===== config.mk =====
export PLATFORM = sky130hd
export DESIGN_NAME = lif_neuron_update
export DESIGN_NICKNAME = d
export VERILOG_FILES = /design/src/rtl/lif_neuron_update.sv
export SDC_FILE = /design/constraint.sdc
export NUM_CORES = 1
export LEC_CHECK = 0
export CAP_MARGIN = 20
export CORE_MARGIN = 5
export CORE_UTILIZATION = 25
export DETAILED_ROUTE_END_ITERATION = 6
export HOLD_SLACK_MARGIN = 0.03
export PLACE_DENSITY = 0.57
export SKIP_CTS_REPAIR_TIMING = 1
export SLEW_MARGIN = 20
export SYNTH_ARGS = -nofsm -noshare
export SYNTH_HDL_FRONTEND = slang
export SYNTH_SLANG_ARGS = --single-unit

===== constraint.sdc =====
create_clock -name clk -period 10.88 [get_ports clk]
set_clock_uncertainty 0.05 [all_clocks]
set_input_delay 1.088 -clock clk [delete_from_list [all_inputs] [get_ports clk]]
set_output_delay 1.088 -clock clk [all_outputs]
set_load 0.005 [all_outputs]

===== src/rtl/lif_neuron_update.sv =====
// Purpose : leaky integrate-and-fire update over a vector of N pooled activations (one SNN timestep per start).
// Latency : 3 cycles per neuron (READ, CALC, WRITE); done returns high on the edge that retires the last element.
// Backpressure: none; memories are fixed one-cycle-read, single-cycle-write slaves, and start is ignored while busy.
//
// Ports:
//   clk, reset                       clock and synchronous active-high reset
//   start / done                     pass handshake; start sampled only while idle, done high when idle
//   length, threshold                neuron count and signed firing threshold, both latched at start
//   src_*                            pooled-activation read port (data valid one cycle after address)
//   mem_*                            membrane read/write port (same address is read then written back)
//   spike_*                          spike-word write port (16'd1 on spike, 16'd0 otherwise)
//   spike_count                      spikes emitted in the current or most recent pass
module lif_neuron_update #(
    parameter int                 LEAK_SHIFT = 3,
    parameter logic signed [15:0] V_RESET    = 16'sd0
) (
    input  logic        clk,
    input  logic        reset,
    input  logic        start,
    output logic        done,
    input  logic [13:0] length,
    input  logic [15:0] threshold,
    input  logic [13:0] src_start_address,
    output logic [13:0] src_address,
    input  logic [15:0] src_readdata,
    input  logic [13:0] mem_start_address,
    output logic [13:0] mem_address,
    input  logic [15:0] mem_readdata,
    output logic [15:0] mem_writedata,
    output logic        mem_write_en,
    input  logic [13:0] spike_start_address,
    output logic [13:0] spike_address,
    output logic [15:0] spike_writedata,
    output logic        spike_write_en,
    output logic [13:0] spike_count
);

    typedef enum logic [1:0] {
        S_IDLE  = 2'd0,
        S_READ  = 2'd1,
        S_CALC  = 2'd2,
        S_WRITE = 2'd3
    } state_t;

    state_t state, state_nxt;

    logic [13:0]        index;
    logic [13:0]        len_q;
    logic signed [15:0] thr_q;

    logic               accept;
    logic               last;

    // Leak/integrate datapath, 18 bits wide so the sum can never wrap
    // before it is saturated back to 16 bits.
    logic signed [17:0] v_ext;
    logic signed [17:0] in_ext;
    logic signed [17:0] leak;
    logic signed [17:0] sum;
    logic signed [15:0] sat;
    logic               fire;

    assign accept = start && (length != 14'd0);
    assign last   = (index == (len_q - 14'd1));

    // ------------------------------------------------------------------
    // State register
    // ------------------------------------------------------------------
    always_ff @(posedge clk) begin
        if (reset) begin
            state <= S_IDLE;
        end else begin
            state <= state_nxt;
        end
    end

    // ------------------------------------------------------------------
    // Next-state logic
    // ------------------------------------------------------------------
    always_comb begin
        state_nxt = state;
        case (state)
            S_IDLE:  if (accept) state_nxt = S_READ;
            S_READ:  state_nxt = S_CALC;
            S_CALC:  state_nxt = S_WRITE;
            S_WRITE: state_nxt = last ? S_IDLE : S_READ;
            default: state_nxt = S_IDLE;
        endcase
    end

    // ------------------------------------------------------------------
    // Neuron arithmetic; only consumed in CALC, outputs are registered
    // so readdata never reaches a port combinationally.
    // ------------------------------------------------------------------
    always_comb begin
        v_ext  = {{2{mem_readdata[15]}}, mem_readdata};
        in_ext = {{2{src_readdata[15]}}, src_readdata};
        leak   = v_ext >>> LEAK_SHIFT;
        sum    = v_ext - leak + in_ext;
        if (sum > 18'sd32767) begin
            sat = 16'sh7fff;
        end else if (sum < -18'sd32768) begin
            sat = 16'sh8000;
        end else begin
            sat = sum[15:0];
        end
        // Saturation happens first so a clipped sum can still fire.
        fire = (sat >= thr_q);
    end

    // ------------------------------------------------------------------
    // Datapath and output registers
    // ------------------------------------------------------------------
    always_ff @(posedge clk) begin
        if (reset) begin
            done            <= 1'b1;
            src_address     <= src_start_address;
            mem_address     <= mem_start_address;
            spike_address   <= spike_start_address;
            mem_writedata   <= 16'd0;
            spike_writedata <= 16'd0;
            mem_write_en    <= 1'b0;
            spike_write_en  <= 1'b0;
            spike_count     <= 14'd0;
            index           <= 14'd0;
            len_q           <= 14'd0;
            thr_q           <= 16'sd0;
        end else begin
            case (state)
                S_IDLE: begin
                    // Addresses follow the base inputs so the first READ
                    // already presents element 0.
                    src_address   <= src_start_address;
                    mem_address   <= mem_start_address;
                    spike_address <= spike_start_address;
                    if (accept) begin
                        len_q       <= length;
                        thr_q       <= threshold;
                        index       <= 14'd0;
                        spike_count <= 14'd0;
                        done        <= 1'b0;
                    end
                end

                S_READ: begin
                    // Addresses held; read data appears during CALC.
                end

                S_CALC: begin
                    if (fire) begin
                        spike_writedata <= 16'd1;
                        mem_writedata   <= V_RESET;
                        spike_count     <= spike_count + 14'd1;
                    end else begin
                        spike_writedata <= 16'd0;
                        mem_writedata   <= sat;
                    end
                    mem_write_en   <= 1'b1;
                    spike_write_en <= 1'b1;
                end

                S_WRITE: begin
                    mem_write_en   <= 1'b0;
                    spike_write_en <= 1'b0;
                    if (last) begin
                        done          <= 1'b1;
                        src_address   <= src_start_address;
                        mem_address   <= mem_start_address;
                        spike_address <= spike_start_address;
                    end else begin
                        // 14-bit adds wrap naturally at the top of memory.
                        index         <= index + 14'd1;
                        src_address   <= src_address + 14'd1;
                        mem_address   <= mem_address + 14'd1;
                        spike_address <= spike_address + 14'd1;
                    end
                end

                default: begin
                    mem_write_en   <= 1'b0;
                    spike_write_en <= 1'b0;
                end
            endcase
        end
    end

endmodule

Yosys cells after proc, flatten, opt, wreduce, memory -nomap -nowiden
Index checks and enable logic that the tools add are counted.
{"block": "word_totals", "reg_bits": 136, "output_inout_bits": 91}
{"block": "op_classes", "n_addsub": 8, "order_cmp": 3, "n_eq_ne": 8, "n_mux": 25, "n_reduce_logical": 11}
{"cell": "case mux 14 bit (2 select lines)", "count": 5}
{"cell": "two-way mux 14 bit", "count": 9}
{"cell": "adder 14 x 1 -> 14 bit (second input constant)", "count": 5}
{"cell": "two-way mux 16 bit", "count": 3}
{"cell": "adder 17 x 16 -> 18 bit", "count": 1}
{"cell": "> comparator 18 x 16 -> 1 bit (second input constant)", "count": 1}
{"cell": "< comparator 18 x 16 -> 1 bit (second input constant)", "count": 1}
{"cell": "subtractor 16 x 13 -> 17 bit", "count": 1}
{"cell": ">= comparator 16 bit", "count": 1}
{"cell": "== test 14 bit", "count": 1}
{"cell": "nonzero test 14 bit", "count": 1}
{"cell": "subtractor 14 x 1 -> 14 bit (second input constant)", "count": 1}
{"cell": "AND reduction 3 bit", "count": 3}
{"cell": "inequality test 2 bit (second input constant)", "count": 4}
{"cell": "case mux 2 bit (4 select lines)", "count": 1}
{"cell": "nonzero test 2 bit", "count": 3}
{"cell": "== test 2 bit (second input constant)", "count": 2}
{"cell": "two-way mux 1 bit", "count": 4}
{"cell": "case mux 1 bit (2 select lines)", "count": 2}
{"cell": "nonzero test 3 bit", "count": 1}
{"cell": "== test 2 x 1 -> 1 bit (second input constant)", "count": 1}
{"cell": "zero test 2 bit", "count": 1}
{"cell": "two-way mux 2 bit", "count": 1}
{"cell": "AND reduction 2 bit", "count": 1}
{"cell": "logical AND 1 bit", "count": 1}

Longest topological paths before layout
{"block": "logic_depth", "depth_word": 8, "ltp_mapped": 25, "ltp_nobuf": 22}

Worst setup path before layout
Ideal clock, no wire load.
{"block": "synth_timing", "path_kind": "input port to flip-flop", "from": "input port src_readdata[1]", "to": "register spike_count[0]", "setup_time_ns": 0.128, "arrival_ns": 5.854, "slack_ns": 4.848, "cell_stages": 24, "cell_sequence": "inv_1 -> fa_1 -> inv_1 -> fa_1 -> a211oi_1 -> o21ai_0 -> a21oi_1 -> nand3b_1 -> o2111a_1 -> a21o_1 -> clkbuf_1 -> and2_1 -> nor2_1 -> ha_1 -> a21oi_1 -> o21a_1 -> o22ai_1 -> or4_1 -> a21oi_1 -> clkbuf_1 -> buf_1 -> nor2_1 -> mux2i_1 -> nor2_1"}
{"block": "synth_via", "elab_chain_cells": 7, "elab_cells_between_ends": 8}
{"element": "start, declared", "line_no": "25", "rtl": "input logic [15:0] src_readdata,"}
{"element": "adder 17 x 16 -> 18 bit *", "line_no": "99", "rtl": "sum = v_ext - leak + in_ext;"}
{"element": "< comparator 18 x 16 -> 1 bit", "line_no": "102", "rtl": "end else if (sum < -18'sd32768) begin"}
{"element": "two-way mux 16 bit", "line_no": "102"}
{"element": "two-way mux 16 bit *", "line_no": "100", "rtl": "if (sum > 18'sd32767) begin"}
{"element": ">= comparator 16 bit *", "line_no": "108", "rtl": "fire = (sat >= thr_q);"}
{"element": "inequality test 2 bit (no source line) *"}
{"element": "AND reduction 3 bit (no source line) *"}
{"element": "end signal, assigned", "line_no": "153", "rtl": "spike_count <= spike_count + 14'd1;"}
{"element": "end, declared", "line_no": "35", "rtl": "output logic [13:0] spike_count"}
Mark *: on every way between the ends. The rest lies on a longest branch, timed or not.
A chain may end at the register's enable or synchronous reset.

Worst setup path in the final report
{"block": "layout_timing", "from": "input port src_readdata[1]", "to": "register mem_writedata[8]"}
{"block": "layout_via", "elab_chain_cells": 6, "elab_cells_between_ends": 7}
{"element": "adder 17 x 16 -> 18 bit *", "line_no": "99"}
{"element": "< comparator 18 x 16 -> 1 bit", "line_no": "102"}
{"element": "two-way mux 16 bit", "line_no": "102"}
{"element": "two-way mux 16 bit *", "line_no": "100"}
{"element": ">= comparator 16 bit", "line_no": "108"}
{"element": "two-way mux 16 bit *", "line_no": "150", "rtl": "if (fire) begin"}
{"element": "end signal, assigned", "line_no": "156", "rtl": "mem_writedata <= sat;"}
{"element": "end, declared", "line_no": "29", "rtl": "output logic [15:0] mem_writedata,"}
Marked as above.

==> results_dict.tcl <==
set metrics [dict create \
    critPathMaxStageDelay_ps 530 \
    dr_total_vias 7167 \
    drive_above_1_share 0.0444 \
    setup_viol 0 \
    critPathMaxFanout 23 \
    fin_crit_sh 0.644 \
    cp-endpoint "mem_writedata[8]$_SDFFE_PP0P_" \
    grt_util_all_layers 0.130 \
    critPathLaunch "src_readdata[1]" \
    cpMaxStageDelayCell "fa_1" \
    synth_cell_types 66 \
    hold_violations 0 \
    die_area_um2 35700 \
    tns_ps 0 \
    power_frac_seq 0.321 \
    ys_ff_latch 121 \
    n_antenna_cell 0 \
    reg2reg_slack_ps 7200 \
    p_switching_uw 770 \
    holdCritPathClass "reg2reg" \
    final_common_cell "clkdlybuf4s50_1" \
    grt_pass1_vias 7115 \
    fin_cells 1550 \
    cts_made_buffers 17 \
    final_cell_mix "182 x clkdlybuf4s50_1, 150 x nand2_1, 90 x inv_1, 79 x dfxtp_1, 70 x o21ai_0" \
    routabilityCongestion 0.812 \
    grt_pass1_wl_um 37800 \
    ant_nets 0 \
    post-route-drc-count 0 \
    routed_wirelength_um 23500 \
    area_growth_pct 34.1 \
    antenna_found_initial 0 \
    cts_max_level 4 \
    synth_ff_type "dfxtp_1" \
    cp-start-kind "primary input" \
    synth-edff-count 42 \
    slew_headroom 0.365 \
    start_util 0.254 \
    root_buffer "clkbuf_16" \
    ios 198 \
    path_cells "clkdlybuf4s50_1 > inv_1 > fa_1 > inv_1 > fa_1 > a211oi_1 > o21ai_0 > a21oi_1 > nand3b_1 > o2111a_1 > a21o_1 > nor2b_1 > nor2_1 > ha_1 > nor2b_1 > o211ai_1 > a2111oi_0 > or4_1 > a21oi_1 > buf_4 > nand2_1 > or2_2 > o221ai_1" \
    power_frac_comb 0.407 \
    worstSetupEndpointType "register" \
    die_w_um 189 \
    maxCapViolCount 0 \
    status "completed" \
    dr.pass1.iters 5 \
    fmaxAchievable_mhz 143 \
    power.leakage_uw 0.00419 \
    maxSlewViolCount 0 \
    path_delay_family "compound AO/OA/AOI/OAI gates" \
    tightest_slew_ps 949 \
    yosysWarnings 0 \
    crit_type "in2reg" \
    synth_area_leaders "dfxtp_1 20%, edfxtp_1 16%, ha_1 7.0%" \
    dpl.hpwl_um 18500 \
    core_area_um2 31600 \
    portBuffers 182 \
    reg2reg_depth 8 \
    ir_drop_mv 0.116 \
    place_inst 1518 \
    p_int_uw 1290 \
    cp.arrival_ps 7280 \
    avgViaCountPerCell 4.62 \
    cts.reportedPaths.clkPinSlew_ps 60 \
    synth_top_cell_area_share 0.198 \
    ys_async_sr_fraction 0 \
    synthesis.area_um2 8000 \
    p_clk_frac 0.272 \
    cellPowerDensity_nw_per_um2 192 \
    rsz0062_at_grt "false" \
    yosys.area.top_type "dfxtp_1" \
    r2r-end "mem_address[1]$_DFFE_PP_" \
    cts_tree "yes" \
    regToRegStartpoint "len_q[2]$_SDFFE_PP0P_" \
    dr.first_iter.drc_count 404 \
    insertion_delay_ps 410 \
    fin_crit_ps 7010 \
    fillCellCount 3293 \
    syn_area_per_cell_um2 8.26 \
    crit_required_ps 11150 \
    crit_buf_inv 4 \
    wl_per_cell_um 15.2 \
    grt_max_degree 83 \
    yosysSeqAreaShare 0.355 \
    fp.dieH_um 189 \
    critical_path_depth 23 \
    clock-sinks 121 \
    synthCells 969 \
    grt_overflow 0 \
    switching_share 0.374 \
    cts_buffer_depth 2 \
    rows 65 \
    num-nets-final 1302 \
]
-- worst min path at each step --
stage / start / to / depth (start not counted)
detailed placement: thr_q[6]$_SDFFE_PP0P_ / thr_q[6]$_SDFFE_PP0P_ / 2
global placement: thr_q[6]$_SDFFE_PP0P_ / thr_q[6]$_SDFFE_PP0P_ / 2
CTS: thr_q[6]$_SDFFE_PP0P_ / thr_q[6]$_SDFFE_PP0P_ / 2
finish: thr_q[6]$_SDFFE_PP0P_ / thr_q[6]$_SDFFE_PP0P_ / 2
global route: thr_q[3]$_SDFFE_PP0P_ / thr_q[3]$_SDFFE_PP0P_ / 2
floorplan: thr_q[10]$_SDFFE_PP0P_ / thr_q[10]$_SDFFE_PP0P_ / 2
-- routing by layer --
metal,GRT usage,vias up,part of all wire
met5,0,-,0
met4,0.0348,0,0.014
met3,0.0354,13,0.054
met2,0.215,174,0.46
met1,0.169,3309,0.47
li1,-,3671,-
-- cell families after synthesis --
kind of cell / count (synthesis) / synth area share
and+or+nand+nor: 343 / 0.201
adders and majority gates: 60 / 0.108
muxes: 10 / 0.0131
buffers and inverters: 145 / 0.0762
other: 1 / 0.000469
AOI/OAI and AO/OA: 215 / 0.165
DFF: 121 / 0.355
xor gates and xnor gates: 74 / 0.0810
-- power groups by stage --
| stage | combinational (µW) | clock, µW | sequential (µW) |
|---|---|---|---|
| after floorplan | 528 | 0 | 653 |
| after global placement | 828 | 0 | 669 |
| after detailed placement | 843 | 0 | 671 |
| after CTS | 848 | 575 | 662 |
| after global routing | 940 | 597 | 675 |
| final | 838 | 559 | 662 |
-- synth_stat cells, drive strengths merged, types with 3 or more instances --
cell type  number
o211ai          8
nor2           54
dfxtp          79
o21ai          76
nor4b           3
fa             15
a21o            9
nor2b           6
xor2           38
or3             5
or4             9
o21a            8
a211oi          3
a32o            3
a31oi           3
and4            4
nand2         150
nand3          42
edfxtp         42
mux2i           6
buf            22
and2            5
nor4            8
inv            90
or2             6
a21oi          66
xnor2          36
ha             45
mux2            4
nand4          11
clkbuf         32
nand2b          7
o221ai          8
nor3           16
and3           13
o31ai           4
-- registers in the layout, summed over array words and instances (netlist names) --
register,count
len_q,14
spike_count,14
thr_q,16
mem_writedata,16
spike_address,14
spike_writedata,1
index,14
state,2
mem_address,14
spike_write_en,1
done,1
src_address,14
-- layout make-up --
| cell class | instances | area [µm²] | area share |
|---|---|---|---|
| clock buffers | 18 | 429 | 0.0400 |
| clock inverters | 14 | 149 | 0.0139 |
| inverters | 91 | 342 | 0.0318 |
| multi-input cells | 717 | 4610 | 0.429 |
| flip-flops and latches | 121 | 2840 | 0.265 |
| well taps | 402 | 503 | 0.0469 |
| repair buffers | 187 | 1860 | 0.173 |
-- stage by stage --
step,hold slack (ps),utilization,setup slack (ps),power (µW),area (µm²)
after floorplan,386,-,4850,1180,8050
after global placement,395,0.322,3680,1500,10200
after detailed placement,399,0.322,3520,1510,10200
after CTS,407,0.340,3920,2080,10700
after global routing,424,0.340,3390,2210,10700
final,406,0.340,3870,2060,10700
-- tightest hold or removal path, stage by stage, from the launching register on --
cell	delay, ps
dfxtp_1	310
nand2_1	50
a21oi_1	50
(Power assumes the default switching activity.)
==> patch 1, RTL diff (config.mk and constraints unchanged) <==
Make the reset (`reset`) asynchronous in one clocked block. Comments in the files are not updated.
--- a/src/rtl/lif_neuron_update.sv
+++ b/src/rtl/lif_neuron_update.sv
@@ -66,7 +66,7 @@
     // ------------------------------------------------------------------
     // State register
     // ------------------------------------------------------------------
-    always_ff @(posedge clk) begin
+    always_ff @(posedge clk or posedge reset) begin
         if (reset) begin
             state <= S_IDLE;
         end else begin
Function: no difference found for any inputs over 4 cycles, from zero or initial values and one cycle with reset high; that may be too few to reach the edited logic, so the function may still have changed.
==> patch 1 against the unedited design <==
  * Area after synthesis rose by 2.2%
  * Global-route usage fell by 0.69 points
  * Cell count rose by 4.3%
  * Die area rose by 2.0%
  * Clock power fell by 1%
  * Hold slack barely moved
  * Sequential cell count did not move
  * Fmax fell by 1.4%
  * Final area rose by 1.9%
  * Routed wire length fell by 2.9%
  * Sequential share of layout area fell by 0.40 points
  * Worst setup slack got worse by 0.10 ns
  * Power fell by 25%
==> patch 1: results (changes against the unedited design) <==
yosys-mux-area-fraction: 0.01653  # +0.003396
synth-compound-area-share: 0.1719  # +0.006455
status: "finished clean"
drt-initial-drc-count: 318  # -21%
first_global_vias: 7421  # +4.3%
antenna_found_initial: 1  # +1
min_to: "thr_q[2]"
seq_area_frac: 0.2609  # -0.003963
synth-xor-area-share: 0.06965  # -0.01135
wl_met1_um: 10440  # -5.4%
use_met3: 0.03588  # +0.0004861
nMultiInputCombCells: 741  # +3.3%
p_int_mw: 1.026  # -20%
dp_slack_ns: 3.315  # -0.2037 ns
syn_to_final_growth_pct: 33.77
cp_slowest_cell: "a311oi_1"
ys_seq_area_frac: 0.3490  # -0.006280
multi_input_area_share: 0.4336  # +0.004221
dr_wl_met3_um: 1507  # +19%
placed_cell_area_sq_um: 10340  # +1.9%
synthTopCellsByCount: "nand2_1 (163), inv_1 (93), a21oi_1 (89)"
stdcell_count: 1617  # +4.3%
regToRegSetupSlack_ns: 7.24  # +0.04 ns
fillers: 3390  # +2.9%
tightest_slew_ns: 1.055  # +0.1062 ns
fin_crit_sh: 0.6533  # +0.009446
clk_share: 0.05275  # -0.001107
cp_data_arrival_time_ns: 7.40  # +0.12 ns
top_layer: "met5"
whs_ns: 0.4062  # +0.00005500 ns
ys_types: 67  # +1.5%
grt_pass1_wl_um: 36840  # -2.5%
leakage_nw: 4.295  # +2.6%
drive_gt1_frac: 0.04511  # +0.0006813
[patch 1: cell count changes after synthesis, moves of 4 or more]
| cell | delta |
|---|---|
| nand4_1 | +9 |
| nor3_1 | -8 |
| o21a_1 | -6 |
| or3_1 | +8 |
| a21oi_1 | +23 |
| o21ai_0 | +7 |
| nor2_1 | -14 |
| or4_1 | -5 |
| nand2b_1 | +5 |
| o211ai_1 | +5 |
| xnor2_1 | -11 |
| nor3b_1 | +4 |
| nand2_1 | +13 |
[patch 1: power by group through the flow]
stage | Clock, mW | Sequential [mW] | Combinational [mW]
detailed placement | 0 | 0.515 | 0.477
finish | 0.551 | 0.505 | 0.484
global route | 0.584 | 0.508 | 0.545
CTS | 0.566 | 0.506 | 0.481
global placement | 0 | 0.515 | 0.467
floorplan | 0 | 0.512 | 0.320
==> patch 2, RTL diff (same settings) <==
Without the edit above. Register the input `threshold` before use, without a reset. The logic sees it one clock later. The other inputs are not delayed to match.
--- a/src/rtl/lif_neuron_update.sv
+++ b/src/rtl/lif_neuron_update.sv
@@ -41,6 +41,12 @@
         S_CALC  = 2'd2,
         S_WRITE = 2'd3
     } state_t;
+
+    logic [15:0] threshold_q;
+
+    always_ff @(posedge clk) begin
+        threshold_q <= threshold;
+    end
 
     state_t state, state_nxt;
 
@@ -135,7 +141,7 @@
                     spike_address <= spike_start_address;
                     if (accept) begin
                         len_q       <= length;
-                        thr_q       <= threshold;
+                        thr_q       <= threshold_q;
                         index       <= 14'd0;
                         spike_count <= 14'd0;
                         done        <= 1'b0;
Check against the original RTL: not equivalent (Yosys sat finds a counterexample within 4 cycles, from zero or initial values and one cycle with reset high).
==> patch 2 against the unedited design <==
  * Final area increased by 5.2%
  * Synthesized cell count increased by 4.1%
  * Sequential cell count increased by 16
  * Area after synthesis increased by 6.4%
  * Power increased by 5.7%
  * Via count increased by 5.4%
  * Critical path depth decreased by 1
  * Fmax increased by 5.5%
  * Worst setup slack improved by 0.36 ns
  * Routed wire length increased by 1.8%
  * Critical path type unchanged
==> patch 2: results (changes against the unedited design) <==
path_delay_family: "compound AO/OA/AOI/OAI gates"
synth-main-ff-cell: "dfxtp_1"
ys_warn_count: 0  # unchanged
first_pass_iters: 5  # unchanged
numCtsBuffers: 17  # unchanged
htree_num_levels: 4  # unchanged
wire_per_inst_um: 14.71  # -3.0%
ys_types: 66  # unchanged
antenna_cells: 0  # unchanged
grt_max_degree: 82  # -1.2%
use_met3: 0.03324  # -0.002157
regToRegSetupSlack_ns: 7.25  # +0.05 ns
grt_pass1_wl_um: 38690  # +2.4%
clockRootBuffer: "clkbuf_16"
cts_max_path_buffers: 2  # unchanged
leakage_nw: 4.423  # +5.7%
cp_slowest_cell: "or4_1"
grt_use_met2: 0.2024  # -0.01235
final_nets: 1333  # +2.4%
vdd_drop_max_uv: 127.8  # +10%
synth.area.top_cells: "dfxtp_1 (22%), edfxtp_1 (15%), ha_1 (6.6%)"
synthTopCellsByCount: "nand2_1 (131), dfxtp_1 (95), inv_1 (89)"
status: "finished clean"
drt-initial-drc-count: 382  # -5.4%
drive_gt1_frac: 0.04919  # +0.004769
io_buffers: 182  # unchanged
clock_latency_ns: 0.43  # +0.02 ns
largestRegisters: "mem_writedata (16), thr_q (16), threshold_q (16)"
hpwl_um: 18070  # -2.1%
num_vias: 7552  # +5.4%
clk_pin_slew_ns: 0.07
use_met1: 0.1621  # -0.006538
ys_seq_area_frac: 0.3714  # +0.01616
crit_path_max_incr_delay_ns: 0.67  # +0.14 ns
worstPathMaxFanout: 29  # +26%
antenna_found_initial: 0  # unchanged
routabilityCongestion: 0.8419  # +3.7%
fillers: 3545  # +7.7%
cp_data_arrival_time_ns: 6.95  # -0.33 ns
track_usage: 0.1238  # -0.006358
first_global_vias: 7355  # +3.4%
synth_edf_count: 42  # unchanged
tightest_slew_ns: 1.039  # +0.09062 ns
-- patch 2: final timing paths --
check,startpoint,endpoint,cells past startpoint
worst max-delay path,mem_readdata[15],spike_count[13],22
worst min-delay path,threshold_q[15],thr_q[15],2
worst max register to register,len_q[6],spike_address[1],8
worst min register to register,threshold_q[15],thr_q[15],2
-- patch 2: per-layer routing --
metal  wire length [um]  vias to the layer above
met5                  0                        -
met4                367                        0
met3               1356                       23
met2              11100                      200
met1              11120                     3531
li1                   -                     3798
-- patch 2: cell families (layout without fill, tap and decap cells) --
group	Yosys count	in the layout	synth area share
simple gates	345	345	0.2003
mux	6	6	0.007493
other cells	1	15	0.0004404
xor+xnor	69	69	0.07097
buf+inv	153	309	0.07875
fa+ha+maj	60	60	0.1014
flops	137	137	0.3714
compound gates	238	238	0.1693
-- patch 2: per-stage QoR --
stage | area, sq um | setup WS [ns] | utilization | hold slack (ns) | instances
after global placement | 10670 | 3.947 | 0.3173 | 0.3736 | 1595
after CTS | 11290 | 4.241 | 0.3360 | 0.3868 | 1627
after detailed placement | 10670 | 3.801 | 0.3173 | 0.3769 | 1595
after global routing | 11290 | 3.735 | 0.3360 | 0.4028 | 1627
after floorplan | 8568 | 5.024 | - | 0.3674 | 1023
final | 11290 | 4.239 | 0.3360 | 0.3846 | 1627
-- patch 2: where the power goes --
group,switching [mW],total [mW],internal [mW],leakage [nW]
Sequential,0.0835,0.712,0.629,1.21
Clock,0.256,0.626,0.370,0.303
Combinational,0.455,0.836,0.382,2.91
-- patch 2: final cells by class --
cell class                 count  area (sq um)  share of cell area
multi-input combinational    733          4747              0.4203
sequential                   137          3163              0.2800
timing repair buffer         188          1862              0.1648
tap                          448         560.5             0.04963
clock buffer                  17         425.4             0.03766
inverter                      89         334.1             0.02958
clock inverter                15         202.7             0.01795
